$ cat config.mk
export PLATFORM = sky130hd
export DESIGN_NAME = fast_frame_scheduler
export DESIGN_NICKNAME = d
export VERILOG_FILES = /design/src/rtl/fast_sched_pkg.sv /design/src/rtl/rr_arbiter.sv /design/src/rtl/fast_frame_scheduler.sv
export SDC_FILE = /design/constraint.sdc
export NUM_CORES = 1
export LEC_CHECK = 0
export CORE_ASPECT_RATIO = 2
export CORE_MARGIN = 2
export CORE_UTILIZATION = 50
export CTS_BUF_LIST = sky130_fd_sc_hd__clkbuf_16
export DETAILED_ROUTE_END_ITERATION = 10
export MAX_ROUTING_LAYER = met4
export PLACE_DENSITY = 0.73
export SYNTH_ARGS = -nofsm -noshare
export SYNTH_HDL_FRONTEND = slang
export SYNTH_HIERARCHICAL = 1
export SYNTH_SLANG_ARGS = --single-unit
$ cat constraint.sdc
create_clock -name i_clk -period 2.9 [get_ports i_clk]
set_input_delay 0.58 -clock i_clk [delete_from_list [all_inputs] [get_ports i_clk]]
set_output_delay 0.58 -clock i_clk [all_outputs]
set_load 0.005 [all_outputs]
$ cat src/rtl/fast_sched_pkg.sv
// Shared types and widths for the FAST detector frame scheduler.
package fast_sched_pkg;

    localparam int unsigned PIX_CNT_W = 20;
    localparam int unsigned CYC_CNT_W = 21;
    localparam int unsigned ID_W      = 2;
    localparam int unsigned PIX_W     = 8;
    localparam int unsigned COORD_W   = 10;
    localparam int unsigned SCORE_W   = 8;
    localparam int unsigned TO_CNT_W  = 8;

    typedef enum logic [2:0] {
        ST_IDLE     = 3'd0,
        ST_STREAM   = 3'd1,
        ST_WAIT_END = 3'd2,
        ST_DRAIN    = 3'd3,
        ST_DONE     = 3'd4
    } state_t;

    // Tagged keypoint payload handed to the descriptor stage.
    typedef struct packed {
        logic [COORD_W-1:0] x;
        logic [COORD_W-1:0] y;
        logic [SCORE_W-1:0] score;
        logic [ID_W-1:0]    src;
    } kp_t;

endpackage

$ cat src/rtl/rr_arbiter.sv
// Combinational round-robin pick: first requester at or after the pointer.
module rr_arbiter
    import fast_sched_pkg::*;
#(
    parameter int unsigned N_SRC = 2
) (
    input  logic [N_SRC-1:0] req,
    input  logic [ID_W-1:0]  ptr,
    output logic [N_SRC-1:0] grant_c,
    output logic [ID_W-1:0]  id_c,
    output logic             any_c
);

    // Search ptr..N_SRC-1 first, then wrap to 0..ptr-1.
    always_comb begin
        grant_c = '0;
        id_c    = '0;
        any_c   = 1'b0;
        for (int unsigned k = 0; k < N_SRC; k++) begin
            if (!any_c && req[k] && (k >= 32'(ptr))) begin
                grant_c[k] = 1'b1;
                id_c       = ID_W'(k);
                any_c      = 1'b1;
            end
        end
        for (int unsigned k = 0; k < N_SRC; k++) begin
            if (!any_c && req[k]) begin
                grant_c[k] = 1'b1;
                id_c       = ID_W'(k);
                any_c      = 1'b1;
            end
        end
    end

endmodule

$ cat src/rtl/fast_frame_scheduler.sv
// Frame-granular scheduler sharing one FAST detector between N_SRC pixel sources.
module fast_frame_scheduler
    import fast_sched_pkg::*;
#(
    parameter int unsigned WIDTH       = 640,
    parameter int unsigned HEIGHT      = 480,
    parameter int unsigned N_SRC       = 2,
    parameter int unsigned KP_LATENCY  = 1930,
    parameter int unsigned BORDER      = 3,
    parameter int unsigned END_TIMEOUT = 4
) (
    input  logic                   i_clk,
    input  logic                   i_rst_n,
    input  logic [N_SRC-1:0]       i_req,
    input  logic [PIX_W*N_SRC-1:0] i_pix,
    input  logic [N_SRC-1:0]       i_pix_valid,
    output logic [N_SRC-1:0]       o_src_ready,
    output logic                   o_det_start,
    output logic [7:0]             o_det_pixel,
    input  logic                   i_det_end,
    input  logic                   i_det_flag,
    input  logic [7:0]             i_det_score,
    output logic                   o_kp_valid,
    output logic [9:0]             o_kp_x,
    output logic [9:0]             o_kp_y,
    output logic [7:0]             o_kp_score,
    output logic [1:0]             o_kp_src,
    output logic                   o_frame_done,
    output logic [1:0]             o_done_src,
    output logic                   o_busy,
    output logic                   o_underrun,
    output logic                   o_end_timeout
);

    localparam int unsigned FRAME_PIX = WIDTH * HEIGHT;
    localparam logic [PIX_CNT_W-1:0] LAST_PIX  = PIX_CNT_W'(FRAME_PIX - 1);
    localparam logic [PIX_CNT_W-1:0] FRAME_END = PIX_CNT_W'(FRAME_PIX);
    localparam logic [CYC_CNT_W-1:0] LAT       = CYC_CNT_W'(KP_LATENCY);
    localparam logic [COORD_W-1:0]   X_LAST    = COORD_W'(WIDTH - 1);
    localparam logic [COORD_W-1:0]   X_LO      = COORD_W'(BORDER);
    localparam logic [COORD_W-1:0]   X_HI      = COORD_W'(WIDTH - BORDER);
    localparam logic [COORD_W-1:0]   Y_LO      = COORD_W'(BORDER);
    localparam logic [COORD_W-1:0]   Y_HI      = COORD_W'(HEIGHT - BORDER);
    localparam logic [TO_CNT_W-1:0]  TO_LAST   = TO_CNT_W'(END_TIMEOUT - 1);

    state_t               state_q, state_d;
    logic                 grant_load, end_timeout_set;
    logic [ID_W-1:0]      g_q, ptr_q;
    logic [PIX_CNT_W-1:0] pix_cnt_q, tag_cnt_q;
    logic [CYC_CNT_W-1:0] cyc_q;
    logic [COORD_W-1:0]   tag_x_q, tag_y_q;
    logic [TO_CNT_W-1:0]  to_cnt_q;
    kp_t                  kp_q;

    logic [N_SRC-1:0]     arb_grant;
    logic [ID_W-1:0]      arb_id;
    logic                 arb_any;
    logic [PIX_W-1:0]     sel_pix;
    logic                 sel_valid;
    logic                 frame_active, tag_live, in_border, kp_hit;

    rr_arbiter #(.N_SRC(N_SRC)) u_arb (
        .req     (i_req),
        .ptr     (ptr_q),
        .grant_c (arb_grant),
        .id_c    (arb_id),
        .any_c   (arb_any)
    );

    // Pixel and valid of the currently granted source.
    always_comb begin
        sel_pix   = '0;
        sel_valid = 1'b0;
        for (int unsigned k = 0; k < N_SRC; k++) begin
            if (g_q == ID_W'(k)) begin
                sel_pix   = i_pix[PIX_W*k +: PIX_W];
                sel_valid = i_pix_valid[k];
            end
        end
    end

    // Detector pixel must coincide with the ready cycle, so it is a mux of registered control.
    assign o_det_pixel = (state_q == ST_STREAM && sel_valid) ? sel_pix : '0;

    // Tag position tracking and border/window qualification of detector flags.
    always_comb begin
        frame_active = (state_q == ST_STREAM) || (state_q == ST_WAIT_END) || (state_q == ST_DRAIN);
        tag_live     = frame_active && (cyc_q >= LAT) && (tag_cnt_q < FRAME_END);
        in_border    = (tag_x_q < X_LO) || (tag_x_q >= X_HI) || (tag_y_q < Y_LO) || (tag_y_q >= Y_HI);
        kp_hit       = i_det_flag && tag_live && !in_border;
    end

    // Next-state logic.
    always_comb begin
        state_d         = state_q;
        grant_load      = 1'b0;
        end_timeout_set = 1'b0;
        case (state_q)
            ST_IDLE: begin
                if (arb_any) begin
                    state_d    = ST_STREAM;
                    grant_load = 1'b1;
                end
            end
            ST_STREAM: begin
                if (pix_cnt_q == LAST_PIX) state_d = ST_WAIT_END;
            end
            ST_WAIT_END: begin
                if (i_det_end) begin
                    state_d = ST_DRAIN;
                end else if (to_cnt_q == TO_LAST) begin
                    state_d         = ST_DRAIN;
                    end_timeout_set = 1'b1;
                end
            end
            ST_DRAIN: begin
                if (tag_cnt_q == FRAME_END) state_d = ST_DONE;
            end
            ST_DONE:  state_d = ST_IDLE;
            default:  state_d = ST_IDLE;
        endcase
    end

    // State register.
    always_ff @(posedge i_clk or negedge i_rst_n) begin
        if (!i_rst_n) state_q <= ST_IDLE;
        else          state_q <= state_d;
    end

    // Grant, pointer, counters and registered control outputs.
    always_ff @(posedge i_clk or negedge i_rst_n) begin
        if (!i_rst_n) begin
            g_q           <= '0;
            ptr_q         <= '0;
            pix_cnt_q     <= '0;
            cyc_q         <= '0;
            to_cnt_q      <= '0;
            o_src_ready   <= '0;
            o_det_start   <= 1'b0;
            o_busy        <= 1'b0;
            o_frame_done  <= 1'b0;
            o_done_src    <= '0;
            o_underrun    <= 1'b0;
            o_end_timeout <= 1'b0;
        end else begin
            o_det_start  <= grant_load;
            o_busy       <= (state_d != ST_IDLE);
            o_frame_done <= (state_d == ST_DONE);
            o_done_src   <= (state_d == ST_DONE) ? g_q : '0;

            if (grant_load)                o_src_ready <= arb_grant;
            else if (state_d != ST_STREAM) o_src_ready <= '0;

            if (grant_load) g_q <= arb_id;

            if (state_q == ST_DONE)
                ptr_q <= (g_q == ID_W'(N_SRC - 1)) ? '0 : g_q + ID_W'(1);

            if (grant_load)                                o_underrun <= 1'b0;
            else if (state_q == ST_STREAM && !sel_valid)   o_underrun <= 1'b1;

            if (grant_load)           o_end_timeout <= 1'b0;
            else if (end_timeout_set) o_end_timeout <= 1'b1;

            if (grant_load)                pix_cnt_q <= '0;
            else if (state_q == ST_STREAM) pix_cnt_q <= pix_cnt_q + PIX_CNT_W'(1);

            if (state_q != ST_WAIT_END) to_cnt_q <= '0;
            else                        to_cnt_q <= to_cnt_q + TO_CNT_W'(1);

            // Saturates at the latency; only the crossing matters.
            if (grant_load)                      cyc_q <= '0;
            else if (frame_active && cyc_q < LAT) cyc_q <= cyc_q + CYC_CNT_W'(1);
        end
    end

    // Raster position of the pixel whose detector result is arriving now.
    always_ff @(posedge i_clk or negedge i_rst_n) begin
        if (!i_rst_n) begin
            tag_cnt_q <= '0;
            tag_x_q   <= '0;
            tag_y_q   <= '0;
        end else if (grant_load) begin
            tag_cnt_q <= '0;
            tag_x_q   <= '0;
            tag_y_q   <= '0;
        end else if (tag_live) begin
            tag_cnt_q <= tag_cnt_q + PIX_CNT_W'(1);
            if (tag_x_q == X_LAST) begin
                tag_x_q <= '0;
                tag_y_q <= tag_y_q + COORD_W'(1);
            end else begin
                tag_x_q <= tag_x_q + COORD_W'(1);
            end
        end
    end

    // Registered keypoint output; payload held until the next accepted flag.
    always_ff @(posedge i_clk or negedge i_rst_n) begin
        if (!i_rst_n) begin
            o_kp_valid <= 1'b0;
            kp_q       <= '0;
        end else begin
            o_kp_valid <= kp_hit;
            if (kp_hit) begin
                kp_q.x     <= tag_x_q;
                kp_q.y     <= tag_y_q;
                kp_q.score <= i_det_score;
                kp_q.src   <= g_q;
            end
        end
    end

    assign o_kp_x     = kp_q.x;
    assign o_kp_y     = kp_q.y;
    assign o_kp_score = kp_q.score;
    assign o_kp_src   = kp_q.src;

endmodule

---- Word level (Yosys, flattened, before mapping) ----
Index checks and enable logic that the tools add are counted.
word-level totals
  bits in registers ....................... 136
  logic and storage cells ................. 129
  input bits .............................. 32
cells by class
  $lt $le $gt $ge ......................... 9
  multiplexer cells ....................... 47
  add/subtract/negate cells ............... 7
  reductions and logical operators ........ 33
  eq/ne operators ......................... 12
operator list
  cell                                                                                   number
  20-bit 2-to-1 mux                                                                      4
  10-bit 2-to-1 mux                                                                      6
  21-bit 2-to-1 mux                                                                      2
  20-bit by 1-bit adder with 20-bit output, second input constant                        2
  20-bit by 19-bit equality test with 1-bit output, second input constant                2
  8-bit 2-to-1 mux                                                                       4
  21-bit by 1-bit adder with 21-bit output, second input constant                        1
  21-bit by 11-bit greater-or-equal comparator with 1-bit output, second input constant  1
  21-bit by 11-bit < comparator with 1-bit output, second input constant                 1
  1-bit 2-to-1 mux                                                                       21
  10-bit by 1-bit adder with 10-bit output, second input constant                        2
  10-bit by 2-bit < comparator with 1-bit output, second input constant                  2
  20-bit by 19-bit < comparator with 1-bit output, second input constant                 1
  3-bit 2-to-1 mux                                                                       5
  2-bit nonzero test                                                                     7
  1-bit logical AND                                                                      12
  3-bit one-hot mux with 4 select lines                                                  1
  10-bit equality test, second input constant                                            1
  10-bit greater-or-equal comparator, second input constant                              1
  10-bit by 9-bit greater-or-equal comparator with 1-bit output, second input constant   1
  8-bit by 1-bit adder with 8-bit output, second input constant                          1
  8-bit by 2-bit equality test with 1-bit output, second input constant                  1
  2-bit 2-to-1 mux                                                                       4
  3-bit by 2-bit equality test with 1-bit output, second input constant                  2
  13 further kinds                                                                       23

---- Depth between registers and ports, before layout ----
Gate-level depths: netlist of run 1.
  depth in word-level cells ............... 18
  depth in mapped cells ................... 8

---- Hierarchy ----
The synthesis of run 1 kept the hierarchy.
modules (own cells, without submodules)
  module                cells each  area an instance (um^2)  times used
  fast_frame_scheduler  637         6,749.0                  1
  rr_arbiter            8           52.6                     1

---- Least setup slack after synthesis of run 1 ----
Ideal clock, no wire load.
  kind .................................... input-to-reg
  from .................................... in i_req[0]
  to ...................................... reg tag_cnt_q[11]
  slack ................................... 753 ps
  cell stages on the path ................. 7
  data arrival time ....................... 2,068 ps
  cells stage by stage .................... or2_1 or4b_4 clkbuf_1 clkbuf_1 clkbuf_1 nand2_1 mux2i_1
between the ends
  longest elaborated chain between the ends .. 15
  elaborated cells between the ends (all ways) .. 16
RTL lines
  element                                                  RTL line                     RTL
  from (decl)                                              fast_frame_scheduler.sv:14   input logic [N_SRC-1:0] i_req,
  1-bit logical AND                                        rr_arbiter.sv:20             if (!any_c && req[k] && (k >= 32'(ptr))) begin
  1-bit 2-to-1 mux                                         rr_arbiter.sv:20
  1-bit zero test                                          rr_arbiter.sv:20
  1-bit logical AND (2 in a row)                           rr_arbiter.sv:20
  1-bit 2-to-1 mux                                         rr_arbiter.sv:20
  1-bit zero test                                          rr_arbiter.sv:27             if (!any_c && req[k]) begin
  1-bit logical AND                                        rr_arbiter.sv:27
  1-bit 2-to-1 mux (*)                                     rr_arbiter.sv:27
  1-bit zero test                                          rr_arbiter.sv:27
  1-bit logical AND                                        rr_arbiter.sv:27
  1-bit 2-to-1 mux (*)                                     rr_arbiter.sv:27
  1-bit 2-to-1 mux (*)                                     fast_frame_scheduler.sv:100  if (arb_any) begin
  1-bit 2-to-1 mux (*)                                     fast_frame_scheduler.sv:98   case (state_q)
  20-bit 2-to-1 mux or 2-bit nonzero test (tied branches)  -
  to (signal assigned)                                     fast_frame_scheduler.sv:188  tag_cnt_q <= tag_cnt_q + PIX_CNT_W'(1);
  to (decl)                                                fast_frame_scheduler.sv:49   logic [PIX_CNT_W-1:0] pix_cnt_q, tag_cnt_q;
Mark *: on every way between the ends. The rest lies on a longest branch, timed or not.
A chain may end at the register's enable or synchronous reset.

---- Worst setup path after layout of run 1 ----
  from .................................... in i_pix_valid[1]
  to ...................................... out o_det_pixel[4]
between the ends
  longest elaborated chain between the ends .. 3
RTL lines
  element            RTL line                    RTL
  from (decl)        fast_frame_scheduler.sv:16  input logic [N_SRC-1:0] i_pix_valid,
  1-bit 2-to-1 mux   fast_frame_scheduler.sv:75  if (g_q == ID_W'(k)) begin
  1-bit logical AND  fast_frame_scheduler.sv:83  assign o_det_pixel = (state_q == ST_STREAM && sel_valid) ? sel_pix : '0;
  8-bit 2-to-1 mux   fast_frame_scheduler.sv:83
  to (decl)          fast_frame_scheduler.sv:19  output logic [7:0] o_det_pixel,
No other way between the ends.

==> results of run 1 <==
## power breakdown
part / switching (mW) / leakage (nW) / total [mW] / internal, mW
sequential: 0.196 / 1.80 / 2.26 / 2.07
clock: 0.800 / 0.271 / 2.05 / 1.25
combinational: 0.311 / 1.59 / 0.631 / 0.320
## flip-flops by register name (all words and copies together) (netlist names), 2 cells and up
signal,cells
o_kp_score,8
o_kp_x,10
tag_cnt_q,20
o_src_ready,2
ptr_q,2
o_done_src,2
o_kp_y,10
cyc_q,21
tag_x_q,10
tag_y_q,10
o_kp_src,2
state_q,3
g_q,2
pix_cnt_q,20
to_cnt_q,8
## cell type report
cell class	instances	area, µm²	area share, %
clock buffer	17	425.4	5.097
clock inverter	14	135.1	1.619
inverter	16	65.06	0.7796
multi-input combinational	466	3177	38.07
sequential	136	3405	40.79
tap	155	193.9	2.324
timing repair buffer	94	944.7	11.32
## stage by stage
| step | TNS (ps) | total power [mW] |
|---|---|---|
| after floorplan | 0 | 2.663 |
| after global placement | 0 | 2.875 |
| after detailed placement | -243.1 | 2.922 |
| after CTS | 0 | 4.989 |
| after global routing | -81.02 | 5.190 |
| final | 0 | 4.945 |
## cells by family after synthesis
kind of cell / after synthesis / share of synthesized area [%]
other: 1 / 0.05513
adder cells (fa/ha/maj): 12 / 2.207
AND/OR/NAND/NOR: 285 / 22.92
flip-flops: 136 / 50.04
multiplexers: 57 / 8.940
buffers and inverters: 43 / 3.422
AO/OA/AOI/OAI: 83 / 8.812
XOR/XNOR: 28 / 3.606
## what timing repair did
| item | in CTS | in global routing |
|---|---|---|
| resized for setup | 2 | 4 |
| pin swaps | 0 | 0 |
| endpoints found under the setup margin | 8 | 3 |
## placed cells by master (no fill, tap or decap), drive strengths merged, types with 8 or more instances in the layout
master           n
or4             15
nor4            18
o31ai           19
a21oi           25
dfrtp          136
and2            15
mux2i           27
nand4           23
clkdlybuf4s50   77
and3            10
inv             17
nor2            62
nand3           26
mux2            30
o21ai           13
ha              12
clkbuf          17
xnor2           18
buf             16
clkinv           8
nor3            18
nand2b          14
xor2            10
nand2           50
## worst max-delay path by stage
stage              startpoint              to
4_1_cts        i_pix_valid[1]  o_det_pixel[6]
3_5_place_dp         i_req[0]      tag_x_q[9]
3_3_place_gp   i_pix_valid[0]  o_det_pixel[3]
6_report       i_pix_valid[1]  o_det_pixel[4]
2_1_floorplan        i_req[0]   tag_cnt_q[11]
5_1_grt        i_pix_valid[1]  o_det_pixel[3]
## per-layer routing
layer,vias to the layer above,GRT usage (%)
li1,2506,-
met1,2675,25.14
met2,117,41.64
met3,33,4.291
met4,0,9.918
met5,-,-
==> summary.md, run 1 <==
| Metric | Value |
|---|---|
| Worst Max-Slew Pin Slew | `997.4 ps` |
| Crit end category | `primary output` |
| Clock slew at reported path FFs | `60 ps` |
| Post-synth top flop | `dfrtp_1` |
| Synth top area share | `50.04%` |
| Dpl hpwl | `11.29 mm` |
| Number of instances in the placed design | `867` |
| CTS tree | `built` |
| CTS max path bufs | `2` |
| Sequential area share after synthesis | `50.04%` |
| Worst path bufs/invs | `2` |
| Largest area contributor in the netlist | `dfrtp_1` |
| Reg-to-Reg Start | `cyc_q[18]` |
| Yosys cell types | `71` |
| DP Area | `7770 µm²` |
| Port bufs | `79` |
| Worst-Skew Late Latency | `420 ps` |
| Fin. Hold Viols | `0` |
| Synthesized net count | `689` |
| Top layer in use | `met4` |
| Maxcap violations | `0` |
| Crit path DAT | `2290 ps` |
| Antenna diodes | `0` |
| Met2 WL | `8.985 mm` |
| WL met1 | `5.928 mm` |
| Required @ worst endpoint | `2320 ps` |
| Tot GR Track Use | `23.50%` |
| PnR worst setup slack | `32.25 ps` |
| DRC Markers | `0` |
| Synth Register Bits | `136` |
| Top cells by area, synth | `dfrtp_1 50%, mux2_2 4.5%, mux2i_1 4.0%, nor2_1 3.4%, nand2_1 2.7%` |
| Pwr dens | `592.5 nW/µm²` |
| # nets final | `775` |
| Final slew viol count | `0` |
| Place WS | `-60.70 ps` |
| Cell family with most CP delay | `buffers and inverters` |
| Worst min-delay path category | `in -> async` |
| Final setup vio count | `0` |
| Root Buffer | `clkbuf_16` |
| Max stage delay cell, worst path | `clkdlybuf4s50_1` |
| First-pass GRT wire length | `26.41 mm` |
| R2R Setup Slk | `390 ps` |
| CORE AREA | `13360 µm²` |
| Synth-to-layout area growth | `22.70%` |
| CP Class | `in -> out` |
| Clock buffers created by TritonCTS | `17` |
| VDD IR max | `0.0004488 V` |
| Starting density of the core | `50.90%` |
| Vias | `5331` |
| Worst-case reg-to-reg path depth | `5` |
| Avg Synthesized Cell Area | `10.54 µm²` |
| Routed len/inst | `17.63 µm` |
| Synth Instances | `645` |
| Setup Fix Bufs, Post-CTS | `0` |
| Layout cells sized above 1 | `13.59%` |
| Avg Vias per Cell | `5.937` |
| Post-synth ARST share | `100.0%` |
| Total Wirelength | `15.83 mm` |
| Capturing point of the worst reg2reg path | `tag_x_q[9]` |
| Fin cells | `898` |
| Detailed Routing Iterations Pass 1 | `4` |
| Post-Syn Area | `6802 µm²` |
| Crit path depth | `5` |
| Final ANT Viol Nets | `0` |
| DIE AREA | `14610 µm²` |
| Crit start category | `input port` |
| Die Span X | `86.47 µm` |
| Largest stage delay, worst path | `510 ps` |
| FILL cells | `1085` |
| Crit share post-route | `98.89%` |
| CTS Hold Bufs | `0` |
| Crit path cell chain | `clkdlybuf4s50_1, mux2i_1, or4_4, nor2_1, clkdlybuf4s50_1` |
| Largest net degree at the start of global routing | `60` |
| Worst Path Max Fanout | `8` |
| Synth cell count leaders | `136 x dfrtp_1, 61 x nor2_1, 49 x nand2_1` |
| Initial DRC count | `421` |
| Core Util, Final | `62.45%` |
| Worst path most repeated cell | `clkdlybuf4s50_1` |
| Ports | `80` |
| Core Rows | `60` |
| Synth Warn # | `6` |
| Status | `completed` |
| DR WL met3 | `409 µm` |
| Final Cell Area | `8346 µm²` |
| Tmin final | `2868 ps` |
| Remaining Overflow, GRT | `0` |
| Placer Congestion | `0.9061` |
| Max_slew headroom | `33.15%` |
| H-tree depth reported by CTS | `4` |
| Die height | `168.9 µm` |
| Max Freq | `0.3487 GHz` |
| Post-synth EDFFs | `0` |
| Clock Skew | `11.54 ps` |
| RSZ-0062 raised after global routing | `yes` |
| Initial antenna violation count | `0` |
| Count leader, synth | `dfrtp_1` |
| Vias in the first global route | `5387` |
| Clk sinks | `136` |
| Final Hold Slack | `70.37 ps` |
| Leakage power | `3.665 nW` |
Power figures use the tool's default switching activity.
==> inputs of run 2 (changes only) <==
Settings changed: CTS_CLUSTER_SIZE set to 20.
==> results of run 2 <==
Final layout, timing and power as in run 1 (identical DEF).
